`src/rtl/disp_scan_4dig.sv`:
```
// ---------------------------------------------------------------------------
// disp_scan_4dig
//
// Four-digit time-multiplexed display scanner feeding a hex-to-seven-segment
// decoder. A 16-bit hex value with per-digit decimal point and blank controls
// is double-buffered: load captures into a shadow copy, and the shadow is
// committed to the active copy only at a frame boundary (the tick that wraps
// the scan from digit 3 back to digit 0), so a frame never shows a mix of
// old and new data.
//
// Parameters
//   SCAN_DIV  clock cycles each digit is held (>= 2)
//   DIV_W     prescaler width, 2**DIV_W >= SCAN_DIV
//
// Ports
//   clk          system clock, rising edge
//   rst_n        asynchronous active-low reset
//   data_in      four hex digits, digit 0 in bits [3:0] (rightmost)
//   point_in     decimal point per digit, 1 = lit
//   le_in        blank per digit, 1 = blanked
//   lz_blank     1 = blank leading zeros (digit 0 never zero-blanked)
//   load         single-cycle strobe, captures data/point/le into the shadow
//   load_ack     one-cycle pulse when the shadow is committed
//   hex          nibble to the decoder
//   point        decimal point to the decoder, 1 = lit
//   le           blank to the decoder LE input, 1 = blanked
//   an           anode select, active-low, one-hot-zero
//   frame_start  one-cycle pulse when the scan wraps to digit 0
// ---------------------------------------------------------------------------
module disp_scan_4dig #(
  parameter int SCAN_DIV = 50000,
  parameter int DIV_W    = 16
) (
  input  logic        clk,
  input  logic        rst_n,
  input  logic [15:0] data_in,
  input  logic [3:0]  point_in,
  input  logic [3:0]  le_in,
  input  logic        lz_blank,
  input  logic        load,
  output logic        load_ack,
  output logic [3:0]  hex,
  output logic        point,
  output logic        le,
  output logic [3:0]  an,
  output logic        frame_start
);

  // Leading-zero blank for digit k: digits k..3 of the value are all zero.
  // Digit 0 always shows, so an all-zero value still displays "0".
  function automatic logic f_lzb(input logic [15:0] d,
                                 input logic [1:0]  k,
                                 input logic        en);
    logic z;
    case (k)
      2'd1:    z = (d[15:4]  == 12'h000);
      2'd2:    z = (d[15:8]  == 8'h00);
      2'd3:    z = (d[15:12] == 4'h0);
      default: z = 1'b0;
    endcase
    return en & z;
  endfunction

  // Scan timing state
  logic [DIV_W-1:0] r_cnt;
  logic [1:0]       r_idx;

  // Shadow (pending) copy
  logic [15:0]      r_sh_data;
  logic [3:0]       r_sh_point;
  logic [3:0]       r_sh_le;
  logic             r_pend;

  // Active copy, the one being displayed
  logic [15:0]      r_act_data;
  logic [3:0]       r_act_point;
  logic [3:0]       r_act_le;

  // Registered outputs
  logic [3:0]       r_hex;
  logic             r_point;
  logic             r_le;
  logic [3:0]       r_an;
  logic             r_load_ack;
  logic             r_frame_start;

  // Combinational next-state values
  logic             w_tick;
  logic             w_wrap;
  logic             w_commit;
  logic [1:0]       w_idx_nxt;
  logic [15:0]      w_act_data_nxt;
  logic [3:0]       w_act_point_nxt;
  logic [3:0]       w_act_le_nxt;
  logic [3:0]       w_hex_nxt;
  logic             w_point_nxt;
  logic             w_le_nxt;
  logic [3:0]       w_an_nxt;

  always_comb begin
    w_tick    = (r_cnt == DIV_W'(SCAN_DIV - 1));
    w_wrap    = w_tick && (r_idx == 2'd3);
    w_commit  = w_wrap && r_pend;
    w_idx_nxt = w_tick ? (r_idx + 2'd1) : r_idx;

    // The outputs loaded on a commit edge must already show the new frame,
    // so they are computed from the post-commit view of the active copy.
    w_act_data_nxt  = w_commit ? r_sh_data  : r_act_data;
    w_act_point_nxt = w_commit ? r_sh_point : r_act_point;
    w_act_le_nxt    = w_commit ? r_sh_le    : r_act_le;

    w_hex_nxt   = w_act_data_nxt[{w_idx_nxt, 2'b00} +: 4];
    w_point_nxt = w_act_point_nxt[w_idx_nxt];
    w_le_nxt    = w_act_le_nxt[w_idx_nxt]
                | f_lzb(w_act_data_nxt, w_idx_nxt, lz_blank);
    w_an_nxt    = ~(4'b0001 << w_idx_nxt);
  end

  // ---- prescaler and digit index ----
  always_ff @(posedge clk or negedge rst_n) begin
    if (!rst_n) begin
      r_cnt <= '0;
      r_idx <= 2'd0;
    end else begin
      r_cnt <= w_tick ? '0 : (r_cnt + DIV_W'(1));
      r_idx <= w_idx_nxt;
    end
  end

  // ---- shadow capture and pending flag ----
  // A load on the commit edge lands in the shadow after the old shadow has
  // been committed, and keeps pending set for the following frame.
  always_ff @(posedge clk or negedge rst_n) begin
    if (!rst_n) begin
      r_sh_data  <= 16'h0000;
      r_sh_point <= 4'b0000;
      r_sh_le    <= 4'b1111;
      r_pend     <= 1'b0;
    end else begin
      if (load) begin
        r_sh_data  <= data_in;
        r_sh_point <= point_in;
        r_sh_le    <= le_in;
        r_pend     <= 1'b1;
      end else if (w_commit) begin
        r_pend     <= 1'b0;
      end
    end
  end

  // ---- active copy ----
  always_ff @(posedge clk or negedge rst_n) begin
    if (!rst_n) begin
      r_act_data  <= 16'h0000;
      r_act_point <= 4'b0000;
      r_act_le    <= 4'b1111;
    end else begin
      r_act_data  <= w_act_data_nxt;
      r_act_point <= w_act_point_nxt;
      r_act_le    <= w_act_le_nxt;
    end
  end

  // ---- decoder / anode outputs, all moving together on tick ----
  always_ff @(posedge clk or negedge rst_n) begin
    if (!rst_n) begin
      r_hex   <= 4'h0;
      r_point <= 1'b0;
      r_le    <= 1'b1;
      r_an    <= 4'b1110;
    end else if (w_tick) begin
      r_hex   <= w_hex_nxt;
      r_point <= w_point_nxt;
      r_le    <= w_le_nxt;
      r_an    <= w_an_nxt;
    end
  end

  // ---- frame pulses ----
  always_ff @(posedge clk or negedge rst_n) begin
    if (!rst_n) begin
      r_load_ack    <= 1'b0;
      r_frame_start <= 1'b0;
    end else begin
      r_load_ack    <= w_commit;
      r_frame_start <= w_wrap;
    end
  end

  assign hex         = r_hex;
  assign point       = r_point;
  assign le          = r_le;
  assign an          = r_an;
  assign load_ack    = r_load_ack;
  assign frame_start = r_frame_start;

endmodule

```
`config.mk`:
```
export PLATFORM = sky130hd
export DESIGN_NAME = disp_scan_4dig
export DESIGN_NICKNAME = d
export VERILOG_FILES = /design/src/rtl/disp_scan_4dig.sv
export SDC_FILE = /design/constraint.sdc
export NUM_CORES = 1
export LEC_CHECK = 0
export ABC_AREA = 0
export CORE_UTILIZATION = 30
export DETAILED_ROUTE_END_ITERATION = 8
export SLEW_MARGIN = 30
export SYNTH_ARGS = -nofsm -noshare
export SYNTH_HDL_FRONTEND = slang
export SYNTH_SLANG_ARGS = --single-unit
```
`constraint.sdc`:
```
create_clock -name clk -period 2.85 [get_ports clk]
set_clock_uncertainty 0.15 [all_clocks]
set_input_delay 0.4275 -clock clk [delete_from_list [all_inputs] [get_ports clk]]
set_output_delay 0.4275 -clock clk [all_outputs]
set_load 0.005 [all_outputs]
```
==> impl_metrics.env, run 1 <==
export IMPL_clock_fmax_ghz=0.386
export IMPL_clk_latency_ps=340
export IMPL_areaGrowthSynthToFinish_pct=24.2
export IMPL_cp_max_fo=10
export IMPL_cts_sinks=79
export IMPL_worstMarginPinSlew_ps=716
export IMPL_hold_depth=2
export IMPL_n_antenna_cell=0
export IMPL_drtPass1Iterations=7
export IMPL_antenna_found_initial=0
export IMPL_hold_viol_final=0
export IMPL_drv_cap=0
export IMPL_grt_max_degree=52
export IMPL_peakVddDrop_uv=296
export IMPL_portBuffers=39
export IMPL_io_pins=40
export IMPL_num_vias=2507
export IMPL_wl_per_cell_um=15.2
export IMPL_drc=5
export IMPL_grt_pass1_vias=2575
export IMPL_met2WireLength_um=3880
export IMPL_yosysWarnings=0
export IMPL_netlist_instances=328
export IMPL_htreeDepth=3
export IMPL_reg2reg_setup_slack_ps=260
export IMPL_critPathSlowestCell="mux4_4"
export IMPL_track_usage_pct=14.1
export IMPL_required_ps=2920
export IMPL_reg2reg_depth=5
export IMPL_final_cell_area_um2=4520
export IMPL_synth_distinct_cells=47
export IMPL_rows=39
export IMPL_ys_flop_type="dfrtp_1"
export IMPL_violations="DRC"
export IMPL_overflow=0
export IMPL_placed_area_um2=4220
export IMPL_fin_crit_sh_pct=90.9
export IMPL_preCtsSetupSlack_ps=268
export IMPL_setup_viol=0
export IMPL_drive_above_1_share_pct=20.5
export IMPL_drt_initial_drc_count=174
export IMPL_top_layer_used="met4"
export IMPL_setup_worst_path_end_class="flop"
export IMPL_hpwl_um=5760
export IMPL_drv_slew=0
export IMPL_r2r_start="r_cnt[7]"
export IMPL_place_gp_congestion=0.812
export IMPL_fin_tns_setup_ps=0
export IMPL_dp_cells=506
export IMPL_min_from="r_act_le[1]"
export IMPL_worstReg2RegEnd="hex[2]"
export IMPL_slew_headroom_pct=51.8
export IMPL_totalWireLength_um=7940
export IMPL_vias_per_cell=4.79
export IMPL_synth_edf_count=0
export IMPL_die_area_um2=12600
export IMPL_rsz0062_at_grt="no"
export IMPL_wl_met1_um=3670
export IMPL_path_clk_slew_ps=60
export IMPL_cts_path_max_buffers=2
export IMPL_fin_ws_ps=260
export IMPL_cts_resized=0
export IMPL_start_util_pct=31.3
export IMPL_ant_nets=0
export IMPL_whs_endpoint="r_act_le[1]"
export IMPL_synth_nets=358
export IMPL_postCtsHoldBufs=1
export IMPL_finalNonFillerCells=523
export IMPL_finalCriticalPeriod_ps=2590
export IMPL_async_reset_ff_share_pct=100
export IMPL_path_cells="or4b_4 -> nor3_4 -> nand2_4 -> mux4_4 -> a221o_1"
export IMPL_routed_wl_met3_um=318
export IMPL_core_area_um2=11600
export IMPL_powerDensity_nw_per_um2=539
export IMPL_clockRootBuffer="clkbuf_16"
export IMPL_outcome="finished, violations left"
export IMPL_ys_seq_elements=79
export IMPL_hold_class="flop to flop"
export IMPL_synth_cell_area_um2=3640
export IMPL_path_class="flop to flop"
export IMPL_post_cts_buffers=0
export IMPL_cts_tree="yes"
export IMPL_die_h_um=112
export IMPL_cp_slowest_stage_delay_ps=600
export IMPL_timing_hold_ws_ps=298
export IMPL_crit_arrival_ps=2660
export IMPL_syn_avg_cell_area_um2=11.1
export IMPL_fin_nets=405
export IMPL_p_leak_nw=2.08
export IMPL_grt_pass1_wl_um=13600
export IMPL_start_kind="flop"
export IMPL_die_x_um=112
export IMPL_numCtsBuffers=9
export IMPL_seq_area_frac_synth_pct=54.7
worst max-delay path, delay by kind of cell (launching register included):
| kind | cells | cell delay [ps] |
|---|---|---|
| AOI/OAI and AO/OA | 1 | 340 |
| DFF | 1 | 400 |
| muxes | 1 | 600 |
| and+or+nand+nor | 3 | 990 |
cells by family after synthesis:
family	share of synthesized area [%]
AND/OR/NAND/NOR	18.9
flip-flops	54.7
adder cells (fa/ha/maj)	0.688
multiplexers	13.7
XOR/XNOR	3.37
buffers and inverters	2.99
AO/OA/AOI/OAI	5.57
synth_stat cells, drive strengths merged, types with 7 or more instances:
cell    instances  share of area (%)
nand2          82                8.7
dfrtp          67                 46
mux2           23                7.1
nor2           18                1.9
dfstp          12                8.7
nand3          12                1.7
clkbuf         11                1.5
o21ai          10                1.4
mux2i           8                2.2
xor2            8                1.9
mux4            7                4.4
nor4            7                1.2
flip-flops by register name, summed over array words and instances (netlist names), 2 cells and up:
signal and count:
an 4, r_act_data 16, r_act_le 4, r_idx 2
r_sh_data 16, hex 4, r_sh_le 4, r_sh_point 4
r_cnt 16, r_act_point 4
where the power goes:
part | switching, mW | internal (mW)
Clock | 0.446 | 0.676
Sequential | 0.0351 | 1.16
Combinational | 0.0449 | 0.0732
Total | 0.526 | 1.91
layout by cell type (no fill, tap or decap), drive strengths merged, types with 6 or more instances in the layout:
cell type | Yosys | routed
nor4 | 7 | 7
inv | 5 | 6
nand3 | 12 | 12
mux4 | 7 | 7
buf | 5 | 14
xnor2 | 6 | 6
nand2 | 82 | 82
nor2 | 18 | 18
mux2 | 23 | 23
clkbuf | 11 | 10
mux2i | 8 | 8
o21ai | 10 | 10
dfrtp | 67 | 67
xor2 | 8 | 8
dfstp | 12 | 12
clkdlybuf4s50 | 0 | 38
final cells by class:
cell class / count / area (um^2)
Tap cell: 143 / 179
Clock inverter: 6 / 61.3
Multi-Input combinational cell: 227 / 1540
Inverter: 5 / 18.8
Sequential cell: 79 / 1990
Clock buffer: 10 / 229
Timing Repair Buffer: 53 / 495
Fill cell: 1142 / 7090
worst max-delay path by stage:
stage,endpoint,start,slack (ps)
CTS,point,r_cnt[7],250
finish,hex[2],r_cnt[7],260
global route,point,r_cnt[7],180
detailed placement,point,r_cnt[7],270
global placement,hex[1],r_cnt[7],310
floorplan,hex[2],r_cnt[7],280
metrics by stage:
stage                     power, mW  utilization [%]
after global routing           2.55             38.9
final                          2.44             38.9
after global placement         1.33             36.3
after detailed placement       1.34             36.3
after CTS                      2.48             38.9
after floorplan                1.25                -
layer usage:
layer / track usage (%) / vias up
li1: - / 1233
met1: 18.3 / 1223
met2: 22.8 / 46
met3: 4.05 / 5
met4: 4.80 / 0
met5: 0 / -
Note: power is estimated with default switching activity, not from simulation.
==> inputs of run 2 (changes only) <==
--- a/config.mk
+++ b/config.mk
@@ -6,6 +6,8 @@
 export NUM_CORES = 1
 export LEC_CHECK = 0
 export ABC_AREA = 0
+export CORE_ASPECT_RATIO = 0.7
+export CORE_MARGIN = 2
 export CORE_UTILIZATION = 30
 export DETAILED_ROUTE_END_ITERATION = 8
 export SLEW_MARGIN = 30
==> run 2 against run 1 <==
Net effect: the run now ends clean; critical path type unchanged; final cell count rose by 2.9%; die area increased by 3.7%; final area is 1.8% higher; largest power group is now clock.
==> impl_metrics.env, run 2 (synthesized netlist as in run 1, its figures left out) <==
export IMPL_rows=33
export IMPL_required_ps=2920
export IMPL_p_leak_nw=2.10
export IMPL_grt_pass1_vias=2588
export IMPL_drc=0
export IMPL_areaGrowthSynthToFinish_pct=26.5
export IMPL_ant_nets=0
export IMPL_place_gp_congestion=0.810
export IMPL_timing_hold_ws_ps=302
export IMPL_clk_latency_ps=340
export IMPL_outcome="finished, final reports clean"
export IMPL_finalCriticalPeriod_ps=2590
export IMPL_hold_viol_final=0
export IMPL_hold_class="flop to flop"
export IMPL_grt_pass1_wl_um=13600
export IMPL_die_x_um=136
export IMPL_io_pins=40
export IMPL_path_class="flop to flop"
export IMPL_drive_above_1_share_pct=21.0
export IMPL_hpwl_um=5900
export IMPL_cp_max_fo=5
export IMPL_start_util_pct=30.9
export IMPL_cts_tree="yes"
export IMPL_track_usage_pct=13.8
export IMPL_peakVddDrop_uv=299
export IMPL_slew_headroom_pct=56.0
export IMPL_path_clk_slew_ps=60
export IMPL_setup_viol=0
export IMPL_drtPass1Iterations=4
export IMPL_powerDensity_nw_per_um2=551
export IMPL_overflow=0
export IMPL_n_antenna_cell=0
export IMPL_regArea_um2=1990
export IMPL_start_kind="flop"
export IMPL_numCtsBuffers=9
export IMPL_die_area_um2=13000
export IMPL_antenna_found_initial=0
export IMPL_cts_resized=0
export IMPL_post_cts_buffers=0
export IMPL_multi_input_area_um2=1540
export IMPL_drt_initial_drc_count=157
export IMPL_cts_sinks=79
export IMPL_drv_slew=0
export IMPL_portBuffers=39
export IMPL_clock_fmax_ghz=0.387
export IMPL_final_common_cell="nand2_1"
export IMPL_totalWireLength_um=8220
export IMPL_grt_max_degree=44
export IMPL_rsz0062_at_grt="no"
export IMPL_die_h_um=96.1
export IMPL_num_vias=2609
export IMPL_fin_crit_sh_pct=90.8
export IMPL_vias_per_cell=4.85
export IMPL_cts_path_max_buffers=2
export IMPL_clockRootBuffer="clkbuf_16"
export IMPL_crit_arrival_ps=2660
export IMPL_final_cell_mix="81 x nand2_1, 67 x dfrtp_1, 38 x clkdlybuf4s50_1"
export IMPL_htreeDepth=3
export IMPL_num_fill_cells=1165
export IMPL_fin_nets=406
export IMPL_largest_registers="r_act_data: 16 flops, r_cnt: 16 flops, r_sh_data: 16 flops"
export IMPL_postCtsHoldBufs=1
export IMPL_worstMarginPinSlew_ps=654
export IMPL_setup_worst_path_end_class="flop"
export IMPL_wl_per_cell_um=15.3
export IMPL_drv_cap=0
export IMPL_core_area_um2=11800
export IMPL_fin_tns_setup_ps=0
## run 2: cell count changes in the layout (fill, tap and decap cells not counted), sizes merged
cell      delta
inv          -1
bufinv       +1
clkinvlp     +1
clkbuf       -1
buf          +1
## run 2: critical path, cell delays in order, from the launching register on
cell	delay (ps)
dfrtp_1	400
or4b_4	590
or4_1	450
or4_1	420
and3_1	200
a221o_1	250
## run 2: through the flow
step	power [mW]	instances	instance area [um^2]	utilization [%]	worst slack [ps]
floorplan	1.25	328	3640	-	277
global placement	1.33	521	4270	36.3	316
detailed placement	1.34	521	4270	36.3	271
CTS	2.58	538	4600	39.1	256
global route	2.64	538	4600	39.1	182
finish	2.54	538	4600	39.1	263
## run 2: cell type report
class | instances | area share, %
clock buffers | 9 | 4.89
clock inverters | 7 | 2.12
inverters | 5 | 0.408
multi-input cells | 227 | 33.6
flip-flops and latches | 79 | 43.3
well taps | 157 | 4.27
repair buffers | 54 | 11.5
## run 2: layer usage
layer  global-route usage, %  vias up  part of all wire, %
li1                        -     1236                    -
met1                    19.9     1298                   50
met2                    20.1       67                   44
met3                    4.42        8                  5.3
met4                    3.65        0                 0.86
met5                       0        -                    0
## run 2: power by group
part / leakage [nW] / total (mW) / internal (mW) / switching [mW]
Sequential: 0.997 / 1.20 / 1.16 / 0.0370
Combinational: 0.950 / 0.120 / 0.0743 / 0.0452
Clock: 0.152 / 1.22 / 0.767 / 0.453
Total: 2.10 / 2.54 / 2.00 / 0.536
## run 2: final timing paths
path                                    end  slack (ps)         from  cells past startpoint
worst max-delay path                 hex[2]         260     r_cnt[7]                      5
worst min-delay path            r_act_le[0]         300  r_act_le[0]                      2
worst max register to register       hex[2]         260     r_cnt[7]                      5
worst min register to register  r_act_le[0]         300  r_act_le[0]                      2
max in group asynchronous       r_act_le[0]        1450        rst_n                      3
min in group asynchronous          r_cnt[8]         450        rst_n                      2
==> edit 1: new RTL, settings of run 2 <==
Change the parameter `DIV_W` from 16 to 32.
--- a/src/rtl/disp_scan_4dig.sv
+++ b/src/rtl/disp_scan_4dig.sv
@@ -30,5 +30,5 @@
 module disp_scan_4dig #(
   parameter int SCAN_DIV = 50000,
-  parameter int DIV_W    = 16
+  parameter int DIV_W    = 32
 ) (
   input  logic        clk,
Check against the original RTL: same outputs for any inputs over 10 cycles, from zero or initial values and one cycle with rst_n low; that may be too few to reach the edited logic, so the function may still have changed.
==> edit 1 against run 2 <==
- worst hold slack better by 0.030 ns
- wire length up 14%
- worst setup slack worse by 0.045 ns
- cell area up 18%
- power up 10%
- area after synthesis up 20%
- die area up 19%
- count of clock-buffer cells in the layout up 3
- sequential cell count up 16
==> edit 1: results (changes against run 2) <==
[routing]
drt_first_pass_iters=7  ; +3
wl_met2_um=4110  ; +15%
met1Wirelength_um=4780  ; +16%
vias=2850  ; +9.2%
drt_iter0_drc=116  ; -26%
routedWlPerCell_um=15.8  ; +3.6%
dr_wl_met3_um=404  ; -6.7%
vias_per_cell=4.82  ; -0.56%
routed.top_layer=met4

[power_and_ir_drop]
clock_power_w=0.00126  ; +3%
ir_drop_uv=233  ; -22%
power.leakage_nw=2.35  ; +12%
sequentialPowerShare=0.507  ; +0.035
swShare=0.210  ; -0.00112

[worst_hold_path]
hp-class=flop to flop
holdPathStages=1  ; -1
hold_path_end=r_cnt[0]
hold_path.startpoint=r_cnt[0]

[global_route]
grt.met3_usage=0.0323  ; -0.0119
grt_max_degree=84  ; +91%
grt_usage=0.129  ; -0.00979
grt_util_met1=0.188  ; -0.0104
grt_pass1_vias=3032  ; +17%
grtUsageMet2=0.189  ; -0.0113
antenna_found_initial=0  ; unchanged
grt_pass1_wl_um=15800  ; +16%

[yosys]
synthCells=338  ; +3.0%
synth_area_leaders=dfrtp_1, mux2_2, dfstp_2
ys_warn_count=0  ; unchanged
async_flop_share=1.00  ; unchanged
syn_nets=368  ; +2.8%
yosysSeqAreaShare=0.547  ; about the same
synthTopCellsByCount=dfrtp_1, mux2_2, nand2_1, xnor2_1, nor2_1
ys_types=51  ; +8.5%

[outcome]
status=finished clean

[placement]
placedCellCount=573  ; +10%
io_buffers=39  ; unchanged
dp.final_hpwl_um=6790  ; +15%
gp_congestion=0.759  ; -6.3%

[clocking]
clock_latency_ns=0.34  ; about the same
htree_levels=3  ; unchanged
cts_buffers=9  ; unchanged
ctsResizeCount=0  ; unchanged
cts.path.max_buffers=2  ; unchanged

[worst_setup_path]
r2r_slack_ns=0.22  ; -0.04 ns
worst_ep_arrival_time_ns=2.71  ; +0.05 ns
reg2reg_to=hex[0]
r2r_cells=7  ; +2
r2r_start=r_cnt[16]
cp_max_fo=10  ; +5

[layout]
drive_above_1_share=0.289  ; +0.0793
nets=426  ; +4.9%
diodes=0  ; unchanged
fillers=1339  ; +15%
top_regs=r_cnt (32), r_act_data (16), r_sh_data (16)

[timing]
setup_violations=0  ; unchanged
relSlewSlack=0.678  ; +0.118

-- edit 1: critical path, stage by stage, from the launching register on --
cell     delay, ns
dfrtp_1       0.43
nor4_2        0.42
nand4_4       0.17
nor3_4        0.22
buf_12        0.15
mux2_2        0.34
mux2_1        0.31
a221o_1       0.32
-- edit 1: worst max-delay path by stage --
stage / cells past startpoint / start / end
2_1_floorplan: 7 / r_cnt[20] / hex[2]
3_3_place_gp: 6 / r_cnt[16] / hex[0]
3_5_place_dp: 8 / r_cnt[0] / hex[1]
4_1_cts: 7 / r_cnt[28] / hex[1]
5_1_grt: 6 / r_cnt[16] / hex[1]
6_report: 7 / r_cnt[16] / hex[0]
-- edit 1: through the flow --
step	util	power, W	setup slack (ns)	hold slack, ns	cell area (µm²)
3_3_place_gp	0.360	0.00156	0.172	0.135	5070
2_1_floorplan	-	0.00148	0.286	-0.0181	4370
3_5_place_dp	0.360	0.00157	0.112	0.142	5070
5_1_grt	0.384	0.00291	0.0950	0.352	5420
6_report	0.384	0.00280	0.219	0.332	5420
4_1_cts	0.383	0.00284	0.0676	0.335	5400
-- edit 1: cell type report --
cell class,instances,area share
flip-flops and latches,95,0.442
multi-input cells,225,0.347
repair buffers,59,0.104
clock buffers,12,0.0492
well taps,190,0.0439
clock inverters,4,0.00947
inverters,6,0.00416
-- edit 1: logic make-up after synthesis --
group / after synthesis / share of synthesized area
fa+ha+maj: 2 / 0.00572
mux: 59 / 0.167
simple gates: 111 / 0.157
flops: 95 / 0.547
xor+xnor: 30 / 0.0601
buf+inv: 18 / 0.0229
compound gates: 23 / 0.0412
-- edit 1: repair_timing --
action,4_1_cts,5_1_grt
hold buffers,1,0
setup buffers,0,1
endpoints found under the setup margin,0,3
hold endpoints to repair,10,0
==> edit 2: new RTL, flow settings as in run 2 <==
Without the edit above. Register the output `an` once more, cleared by the reset; this adds one clock of latency there. The other outputs are not delayed to match.
--- a/src/rtl/disp_scan_4dig.sv
+++ b/src/rtl/disp_scan_4dig.sv
@@ -191,5 +191,11 @@
   assign point       = r_point;
   assign le          = r_le;
-  assign an          = r_an;
+  always_ff @(posedge clk or negedge rst_n) begin
+    if (!rst_n) begin
+      an <= '0;
+    end else begin
+      an <= r_an;
+    end
+  end
   assign load_ack    = r_load_ack;
   assign frame_start = r_frame_start;
Check against the original RTL: not equivalent (Yosys sat finds a counterexample within 4 cycles, from zero or initial values and one cycle with rst_n low).
==> edit 2 against run 2 <==
- via count increased by 0.54%
- die area increased by 2.6%
- critical path type unchanged
- global-route usage increased by 0.19 points
- cell area increased by 0.16%
- power decreased by 4.6%
- area after synthesis increased by 2.7%
- worst hold slack got worse by 0.073 ns
- worst setup slack improved by 0.046 ns
- wire length increased by 3.0%
- sequential cell count increased by 4
==> edit 2: results (changes against run 2) <==
[outcome]
status=finished clean

[worst_setup_path]
cp_top_family=multiplexers
worstSetupStartpoint=r_cnt[4]
worst_ep_arrival_time_ns=2.60  ; -0.06 ns
critPathSlowestCell=mux2i_2
cp_max_fo=6  ; +1
max_stage_delay_ns=0.48  ; -0.11 ns

[power_and_ir_drop]
power.leakage_nw=2.04  ; -2.6%
ir_drop_uv=282  ; -5.7%
swShare=0.215  ; +0.00423

[global_route]
grt_pass1_wl_um=14300  ; +4.6%
grt_pass1_vias=2678  ; +3.5%
grt_max_degree=43  ; -2.3%
grt_usage=0.140  ; +0.00190
antenna_found_initial=0  ; unchanged

[placement]
pre_cts_ws_ns=0.389  ; +0.119 ns
dp.final_hpwl_um=5970  ; +1.3%
io_buffers=39  ; unchanged
gp_congestion=0.872  ; +7.7%
dpl_cell_area_um2=4330  ; +1.4%

[yosys]
synthTopCellsByCount=nand2_1, dfrtp_1, mux2_2, nor2_1
synthFlopType=dfrtp_1
yosysSeqAreaShare=0.560  ; +0.0125
ys_warn_count=0  ; unchanged
async_flop_share=1.00  ; unchanged
synth_area_leaders=dfrtp_1, mux2_2, nand2_1
syn_nets=373  ; +4.2%
ys_types=43  ; -8.5%

[worst_hold_path]
hold_path.startpoint=r_an[0]
hp-class=flop to flop

[clocking]
cts.path.max_buffers=2  ; unchanged
ctsResizeCount=0  ; unchanged
clkTransAtPathRegs_ns=0.06  ; about the same
htree_levels=3  ; unchanged
cts_buffers=9  ; unchanged
cts_root_buf=clkbuf_16
clock_latency_ns=0.33
cts_setup_buffers=0  ; unchanged

[layout]
drive_above_1_share=0.201  ; -0.00896
top_regs=r_act_data (16), r_cnt (16), r_sh_data (16)
nets=418  ; +3.0%
fillers=1214  ; +4.2%
diodes=0  ; unchanged

[routing]
routedWlPerCell_um=15.3  ; -0.14%
drt_iter0_drc=147  ; -6.4%
drt_first_pass_iters=4  ; unchanged
vias=2623  ; +0.54%

[timing]
worst_pin_slew_ns=0.620  ; -0.0336 ns

[edit 2: cell count changes in the layout (fill, tap and decap cells not counted), sizes merged, moves of 4 or more]
| cell | delta |
|---|---|
| mux2 | +6 |
| a21oi | +5 |
| a211oi | +4 |
| buf | -4 |
| dfrtp | +4 |
| mux4 | -4 |
| nand2 | +4 |
| nor2 | +4 |
| nor4 | -4 |
[edit 2: worst paths after layout]
kind                       slack, ns  cells past startpoint       end
setup / recovery                0.31                      6    hex[2]
hold / removal                  0.23                      0     an[0]
setup reg to reg                0.31                      6    hex[2]
hold reg to reg                 0.23                      0     an[0]
max in group asynchronous       1.34                      3   r_an[1]
min in group asynchronous       0.49                      2  r_idx[0]
[edit 2: timing repair]
item,4_1_cts,5_1_grt
hold endpoints to repair,31,0
hold buffers,1,0
setup endpoints to repair,0,0
[edit 2: cells by family (layout without fill, tap and decap cells)]
| logic type | after synthesis | after routing | synth area share |
|---|---|---|---|
| AND/OR/NAND/NOR | 146 | 146 | 0.182 |
| flip-flops | 83 | 83 | 0.560 |
| multiplexers | 42 | 42 | 0.133 |
| AO/OA/AOI/OAI | 36 | 36 | 0.0616 |
| XOR/XNOR | 14 | 14 | 0.0328 |
| adder cells (fa/ha/maj) | 2 | 2 | 0.00670 |
| buffers and inverters | 20 | 70 | 0.0238 |
[edit 2: power by group through the flow]
stage	logic, W	registers (W)	clock network, W
after global placement	0.000121	0.00127	0
after CTS	0.000125	0.00125	0.00109
final	0.000122	0.00125	0.00105
after detailed placement	0.000124	0.00127	0
after global routing	0.000135	0.00126	0.00114
after floorplan	0.0000526	0.00126	0
[edit 2: layout make-up]
type / count / area (µm²) / share of cell area
sequential: 83 / 2090 / 0.454
multi-input combinational: 240 / 1560 / 0.337
timing repair buffer: 50 / 473 / 0.103
clock buffer: 11 / 243 / 0.0527
tap: 162 / 203 / 0.0440
clock inverter: 5 / 28.8 / 0.00624
inverter: 4 / 15.0 / 0.00326
[edit 2: per-stage QoR]
stage | power (W) | std cells
finish | 0.00242 | 555
global route | 0.00253 | 555
CTS | 0.00247 | 555
detailed placement | 0.00140 | 538
global placement | 0.00139 | 538
floorplan | 0.00131 | 343
[edit 2: layer usage]
| layer | global-route usage | vias to the layer above | share of wire |
|---|---|---|---|
| li1 | - | 1272 | - |
| met1 | 0.213 | 1280 | 0.51 |
| met2 | 0.187 | 65 | 0.42 |
| met3 | 0.0469 | 6 | 0.059 |
| met4 | 0.0412 | 0 | 0.0084 |
| met5 | 0 | - | 0 |
[edit 2: worst register-to-register path, delay by kind of cell, from the launching register on]
family / cells / cell delay (ns)
AOI/OAI and AO/OA: 1 / 0.19
muxes: 2 / 0.87
and+or+nand+nor: 3 / 0.74
DFF: 1 / 0.47
